$ cat config.mk
export PLATFORM = sky130hd
export DESIGN_NAME = uart_text_writer_flat
export DESIGN_NICKNAME = d
export VERILOG_FILES = /design/src/rtl/uart_text_writer_if.sv /design/src/rtl/uart_text_writer.sv /design/src/flat_wrapper.sv
export SDC_FILE = /design/constraint.sdc
export NUM_CORES = 1
export LEC_CHECK = 0
export ABC_AREA = 1
export CAP_MARGIN = 20
export CORE_UTILIZATION = 60
export CTS_CLUSTER_DIAMETER = 200
export DETAILED_ROUTE_END_ITERATION = 16
export PLACE_DENSITY = 0.95
export SYNTH_ARGS = -nofsm -noshare
export SYNTH_HDL_FRONTEND = slang
export SYNTH_SLANG_ARGS = --single-unit
$ cat constraint.sdc
create_clock -name clk_i -period 7.8 [get_ports clk_i]
set_clock_uncertainty 0.2 [all_clocks]
set_input_delay 0.78 -clock clk_i [delete_from_list [all_inputs] [get_ports clk_i]]
set_output_delay 0.78 -clock clk_i [all_outputs]
set_load 0.02 [all_outputs]
$ cat src/rtl/uart_text_writer_if.sv
// Byte-in / character-buffer-write bundle between the UART receiver, the text writer
// and the character buffer it fills.
interface uart_text_writer_if #(
  parameter int ADDR_WIDTH = 12
);
  logic                  wr_i;
  logic [7:0]            data_i;
  logic                  buf_we_o;
  logic [ADDR_WIDTH-1:0] buf_addr_o;
  logic [7:0]            buf_data_o;
  logic [6:0]            cursor_col_o;
  logic [4:0]            cursor_row_o;
  logic                  busy_o;
  logic                  drop_o;

  modport master (
    output wr_i, data_i,
    input  buf_we_o, buf_addr_o, buf_data_o, cursor_col_o, cursor_row_o, busy_o, drop_o
  );

  modport slave (
    input  wr_i, data_i,
    output buf_we_o, buf_addr_o, buf_data_o, cursor_col_o, cursor_row_o, busy_o, drop_o
  );
endinterface

$ cat src/rtl/uart_text_writer.sv
// Turns received UART bytes into character-buffer writes, tracking the cursor,
// handling CR/LF/BS and sweeping the whole screen with FILL_CHAR on form feed.
module uart_text_writer #(
  parameter int          COLS       = 80,
  parameter int          ROWS       = 30,
  parameter int          ADDR_WIDTH = 12,
  parameter logic [7:0]  FILL_CHAR  = 8'h20
) (
  input  logic clk_i,
  input  logic rstn_i,
  uart_text_writer_if.slave bus
);

  localparam logic [ADDR_WIDTH-1:0] LAST_ADDR = ADDR_WIDTH'(COLS * ROWS - 1);
  localparam logic [6:0]            LAST_COL  = 7'(COLS - 1);
  localparam logic [4:0]            LAST_ROW  = 5'(ROWS - 1);

  typedef enum logic [1:0] {IDLE, WRITE, CLEAR} state_t;

  state_t                state;
  logic                  wr_q;
  logic                  accept;
  logic                  we;
  logic [ADDR_WIDTH-1:0] addr;
  logic [7:0]            data;
  logic [6:0]            col;
  logic [4:0]            row;
  logic                  busy;
  logic                  drop;

  function automatic logic [ADDR_WIDTH-1:0] cell_addr(input logic [4:0] r, input logic [6:0] c);
    logic [ADDR_WIDTH-1:0] rw;
    logic [ADDR_WIDTH-1:0] cw;
    rw = ADDR_WIDTH'(r);
    cw = ADDR_WIDTH'(c);
    return rw * ADDR_WIDTH'(COLS) + cw;
  endfunction

  function automatic logic [4:0] next_row(input logic [4:0] r);
    return (r == LAST_ROW) ? 5'd0 : r + 5'd1;
  endfunction

  // One byte per rising edge of the receiver's level-style valid.
  assign accept = bus.wr_i & ~wr_q;

  always_ff @(posedge clk_i) begin
    if (!rstn_i) begin
      state <= IDLE;
      wr_q  <= 1'b1;
      we    <= 1'b0;
      addr  <= '0;
      data  <= 8'h00;
      col   <= 7'd0;
      row   <= 5'd0;
      busy  <= 1'b0;
      drop  <= 1'b0;
    end else begin
      wr_q <= bus.wr_i;
      drop <= 1'b0;
      case (state)
        IDLE: begin
          we <= 1'b0;
          if (accept) begin
            if (bus.data_i inside {[8'h20:8'h7E]}) begin
              we    <= 1'b1;
              addr  <= cell_addr(row, col);
              data  <= bus.data_i;
              state <= WRITE;
              if (col == LAST_COL) begin
                col <= 7'd0;
                row <= next_row(row);
              end else begin
                col <= col + 7'd1;
              end
            end else begin
              case (bus.data_i)
                8'h0D: col <= 7'd0;
                8'h0A: row <= next_row(row);
                8'h08: begin
                  if (col != 7'd0) begin
                    col   <= col - 7'd1;
                    we    <= 1'b1;
                    addr  <= cell_addr(row, col - 7'd1);
                    data  <= FILL_CHAR;
                    state <= WRITE;
                  end
                end
                8'h0C: begin
                  we    <= 1'b1;
                  addr  <= '0;
                  data  <= FILL_CHAR;
                  busy  <= 1'b1;
                  state <= CLEAR;
                end
                default: ;
              endcase
            end
          end
        end
        WRITE: begin
          we    <= 1'b0;
          state <= IDLE;
        end
        // The address register doubles as the sweep counter.
        CLEAR: begin
          if (accept) drop <= 1'b1;
          if (addr == LAST_ADDR) begin
            we    <= 1'b0;
            busy  <= 1'b0;
            col   <= 7'd0;
            row   <= 5'd0;
            state <= IDLE;
          end else begin
            addr <= addr + 1'b1;
          end
        end
        default: state <= IDLE;
      endcase
    end
  end

  assign bus.buf_we_o     = we;
  assign bus.buf_addr_o   = addr;
  assign bus.buf_data_o   = data;
  assign bus.cursor_col_o = col;
  assign bus.cursor_row_o = row;
  assign bus.busy_o       = busy;
  assign bus.drop_o       = drop;

endmodule

$ cat src/flat_wrapper.sv
// flat-port wrapper written by rule: the top's interface ports become plain ports
module uart_text_writer_flat 
#(
  parameter int          COLS       = 80,
  parameter int          ROWS       = 30,
  parameter int          ADDR_WIDTH = 12,
  parameter logic [7:0]  FILL_CHAR  = 8'h20
)
  (clk_i, rstn_i, bus_wr_i, bus_data_i, bus_buf_we_o, bus_buf_addr_o, bus_buf_data_o, bus_cursor_col_o, bus_cursor_row_o, bus_busy_o, bus_drop_o);
  uart_text_writer_if #(.ADDR_WIDTH(ADDR_WIDTH)) bus_i ();
  input  logic clk_i;
  input  logic rstn_i;
  input wire logic [$bits(bus_i.wr_i)-1:0] bus_wr_i;
  input wire logic [$bits(bus_i.data_i)-1:0] bus_data_i;
  output wire logic [$bits(bus_i.buf_we_o)-1:0] bus_buf_we_o;
  output wire logic [$bits(bus_i.buf_addr_o)-1:0] bus_buf_addr_o;
  output wire logic [$bits(bus_i.buf_data_o)-1:0] bus_buf_data_o;
  output wire logic [$bits(bus_i.cursor_col_o)-1:0] bus_cursor_col_o;
  output wire logic [$bits(bus_i.cursor_row_o)-1:0] bus_cursor_row_o;
  output wire logic [$bits(bus_i.busy_o)-1:0] bus_busy_o;
  output wire logic [$bits(bus_i.drop_o)-1:0] bus_drop_o;
  assign bus_i.wr_i = bus_wr_i;
  assign bus_i.data_i = bus_data_i;
  assign bus_buf_we_o = bus_i.buf_we_o;
  assign bus_buf_addr_o = bus_i.buf_addr_o;
  assign bus_buf_data_o = bus_i.buf_data_o;
  assign bus_cursor_col_o = bus_i.cursor_col_o;
  assign bus_cursor_row_o = bus_i.cursor_row_o;
  assign bus_busy_o = bus_i.busy_o;
  assign bus_drop_o = bus_i.drop_o;
  uart_text_writer #(.COLS(COLS), .ROWS(ROWS), .ADDR_WIDTH(ADDR_WIDTH), .FILL_CHAR(FILL_CHAR)) u_core (.clk_i(clk_i), .rstn_i(rstn_i), .bus(bus_i));
endmodule
==> impl_metrics.tcl <==
set metrics [dict create \
    cts-htree-levels 2 \
    cts-resized-gates 0 \
    ant_nets 0 \
    finalHoldViolCount 0 \
    grt_pass1_vias 3263 \
    cts_sinks 38 \
    worst-path-buf-inv 2 \
    powerDensity_mw_per_mm2 138 \
    crit_type "register to register" \
    critical-path-slowest-cell "dfxtp_1" \
    fmax_mhz 341 \
    diodes 0 \
    yosys.area.top_type "dfxtp_1" \
    power.internal_w 0.000344 \
    worst-path-max-fanout 9 \
    initialDrtViolationCount 276 \
    synth-seq-cells 38 \
    setup_viol 0 \
    status "finished, final reports clean" \
    hold_path_depth 2 \
    clock_path_buffers 2 \
    ir_drop_v 0.000125 \
    hpwl_um 6350 \
    fin_setup_tns_ns 0 \
    initial_core_util_pct 63.9 \
    grt_overflow 0 \
    synth_area_leaders "dfxtp_1, nand2_1, ha_1" \
    cts_tree "yes" \
    grt_pass1_wl_um 14200 \
    layout_commonest_cell "nand2_1" \
    clkPwrFrac_pct 26.1 \
    drt-met1-wl_um 3700 \
    p_sw_share_pct 35.9 \
    wl_met2_um 3920 \
    antenna_found_initial 0 \
    yosysUniqueCellTypes 41 \
    placedCellCount 623 \
    routed_via_density 5.62 \
    async_flop_share_pct 0 \
    yosys_warnings 0 \
    rsz0062_at_grt "no" \
    cts_root_buf "clkbuf_8" \
    fp.dieH_um 76.9 \
    cp-end-kind "register" \
    final_util_pct 74.0 \
    final_cell_mix "nand2_1, nor2_1, inv_1, nand3_1, clkdlybuf4s50_1" \
    cpLargestDelayFamily "simple AND/OR/NAND/NOR gates" \
    slew_violations 0 \
    p_comb_share_pct 33.1 \
    dieArea_mm2 0.00592 \
    grt_start_max_net_pins 25 \
    wire_per_inst_um 13.4 \
    postCtsSetupRepairBufs 0 \
    wl_met3_um 682 \
    synth_edf_count 0 \
    highest_layer "met4" \
    syn_inst 524 \
    io_buffer_count 45 \
    synth-main-ff-cell "dfxtp_1" \
    gp_congestion 0.896 \
    fp.dieW_um 76.9 \
    clk_pin_slew_ns 0.07 \
    rows 26 \
    slew_headroom_pct 37.0 \
    path_depth 16 \
    ctsHoldBuffers 0 \
    reg2regPathDepth 16 \
    arrival_ns 2.97 \
    final_nets 595 \
    tightest_slew_ns 0.945 \
    coreArea_mm2 0.00527 \
    switchingPower_w 0.000193 \
    grt_use_total_pct 29.1 \
    path_cells "inv_1, ha_1, nand2_1, inv_1, nand2_1, nand2_1, and2_1, ha_1, a21oi_1, nand2_1, nand2_1, xor2_1, nand2_1, a21oi_1, nor2_1, nor2_1" \
    netlist.area_leader.share_pct 22.6 \
    cts_buffers 5 \
    hold_class "register to register" \
    crit_path_frequent_cell "nand2_1" \
    fin_crit_sh_pct 37.7 \
    area_growth_pct 15.9 \
    critPathRequiredTime_ns 7.83 \
    finalPower_w 0.000538 \
    wirelength_um 8490 \
    num_vias 3549 \
    remaining_drc_errors 0 \
    drive_gt1_share_pct 9.98 \
    start_kind "register" \
    clkLatencyLatePin_ns 0.29 \
    firstDrtPassIters 7 \
    period_minus_slack_ns 2.94 \
    synth_area_per_cell_um2 6.43 \
    maxCapViolations 0 \
    hold_slack_ns 0.242 \
    seqPwrFrac_pct 40.9 \
    synth_area_mm2 0.00337 \
    cpPeakStageDelay_ns 0.52 \
    synth_fp_nets 559 \
    p_leak_nw 1.72 \
    layout.cells.non_filler 631 \
    ys_seq_area_share_pct 22.6 \
    io_pins 46 \
]
[worst register-to-register path, stage by stage, from the launching register on]
cell	delay, ns
dfxtp_1	0.52
inv_1	0.16
ha_1	0.26
nand2_1	0.10
inv_1	0.07
nand2_1	0.06
nand2_1	0.06
and2_1	0.15
ha_1	0.35
a21oi_1	0.22
nand2_1	0.14
nand2_1	0.10
xor2_1	0.14
nand2_1	0.06
a21oi_1	0.15
nor2_1	0.07
nor2_1	0.08
[kinds of logic after synthesis]
family	Yosys count	synth area share, %
AOI/OAI and AO/OA	59	10.0
xor gates and xnor gates	13	3.38
adders and majority gates	24	9.59
DFF	38	22.6
and+or+nand+nor	310	44.4
buffers and inverters	80	10.0
[flip-flops by register name, indices dropped and copies added, names as in the netlist]
signal and flops:
u_core.wr_q 1, u_core.bus.buf_addr_o 12, u_core.state 2, u_core.bus.buf_we_o 1
u_core.bus.cursor_col_o 7, u_core.bus.buf_data_o 8, u_core.bus.cursor_row_o 5, u_core.bus.drop_o 1
u_core.bus.busy_o 1
[metrics by stage]
step | setup slack (ns) | cell area (µm²)
after floorplan | 5.12 | 3370
after global placement | 4.96 | 3810
after detailed placement | 4.93 | 3810
after CTS | 4.92 | 3900
after global routing | 4.65 | 3900
final | 4.86 | 3900
[layout make-up]
type / count / area [µm²]
Clock buffer: 7 / 86.3
Clock inverter: 1 / 5.00
Fill cell: 397 / 1370
Inverter: 64 / 243
Multi-Input combinational cell: 406 / 2270
Sequential cell: 38 / 761
Tap cell: 70 / 87.6
Timing Repair Buffer: 45 / 450
[synthesized netlist by cell type (all sizes together), types with 3 or more instances]
library cell,n
nand2,148
nor2,77
inv,62
nand3,61
dfxtp,38
a21oi,28
o21ai,25
ha,21
nor3,10
buf,9
xor2,9
clkbuf,7
nand4,6
xnor2,4
fa,3
nand3b,3
o22ai,3
[path summary, 6_finish.rpt]
path	startpoint	endpoint	slack, ns
min	u_core.bus.buf_data_o[7]	u_core.bus.buf_data_o[7]	0.24
min reg2reg	u_core.bus.buf_data_o[7]	u_core.bus.buf_data_o[7]	0.24
max reg2reg	u_core.bus.cursor_col_o[0]	u_core.bus.buf_addr_o[9]	4.86
max	u_core.bus.cursor_col_o[0]	u_core.bus.buf_addr_o[9]	4.86
[power by group through the flow]
stage | logic, W | clock network [W] | registers, W
3_3_place_gp | 0.000167 | 0 | 0.000223
5_1_grt | 0.000194 | 0.000151 | 0.000221
3_5_place_dp | 0.000173 | 0 | 0.000223
2_1_floorplan | 0.000118 | 0 | 0.000230
4_1_cts | 0.000175 | 0.000142 | 0.000219
6_report | 0.000178 | 0.000140 | 0.000220
[metal layers]
metal  up-vias  GRT usage (%)
li1       1750              -
met2       177           49.6
met5         -              0
met3        20           4.88
met1      1602           36.3
met4         0           11.2
Note: power is estimated with default switching activity, not from simulation.
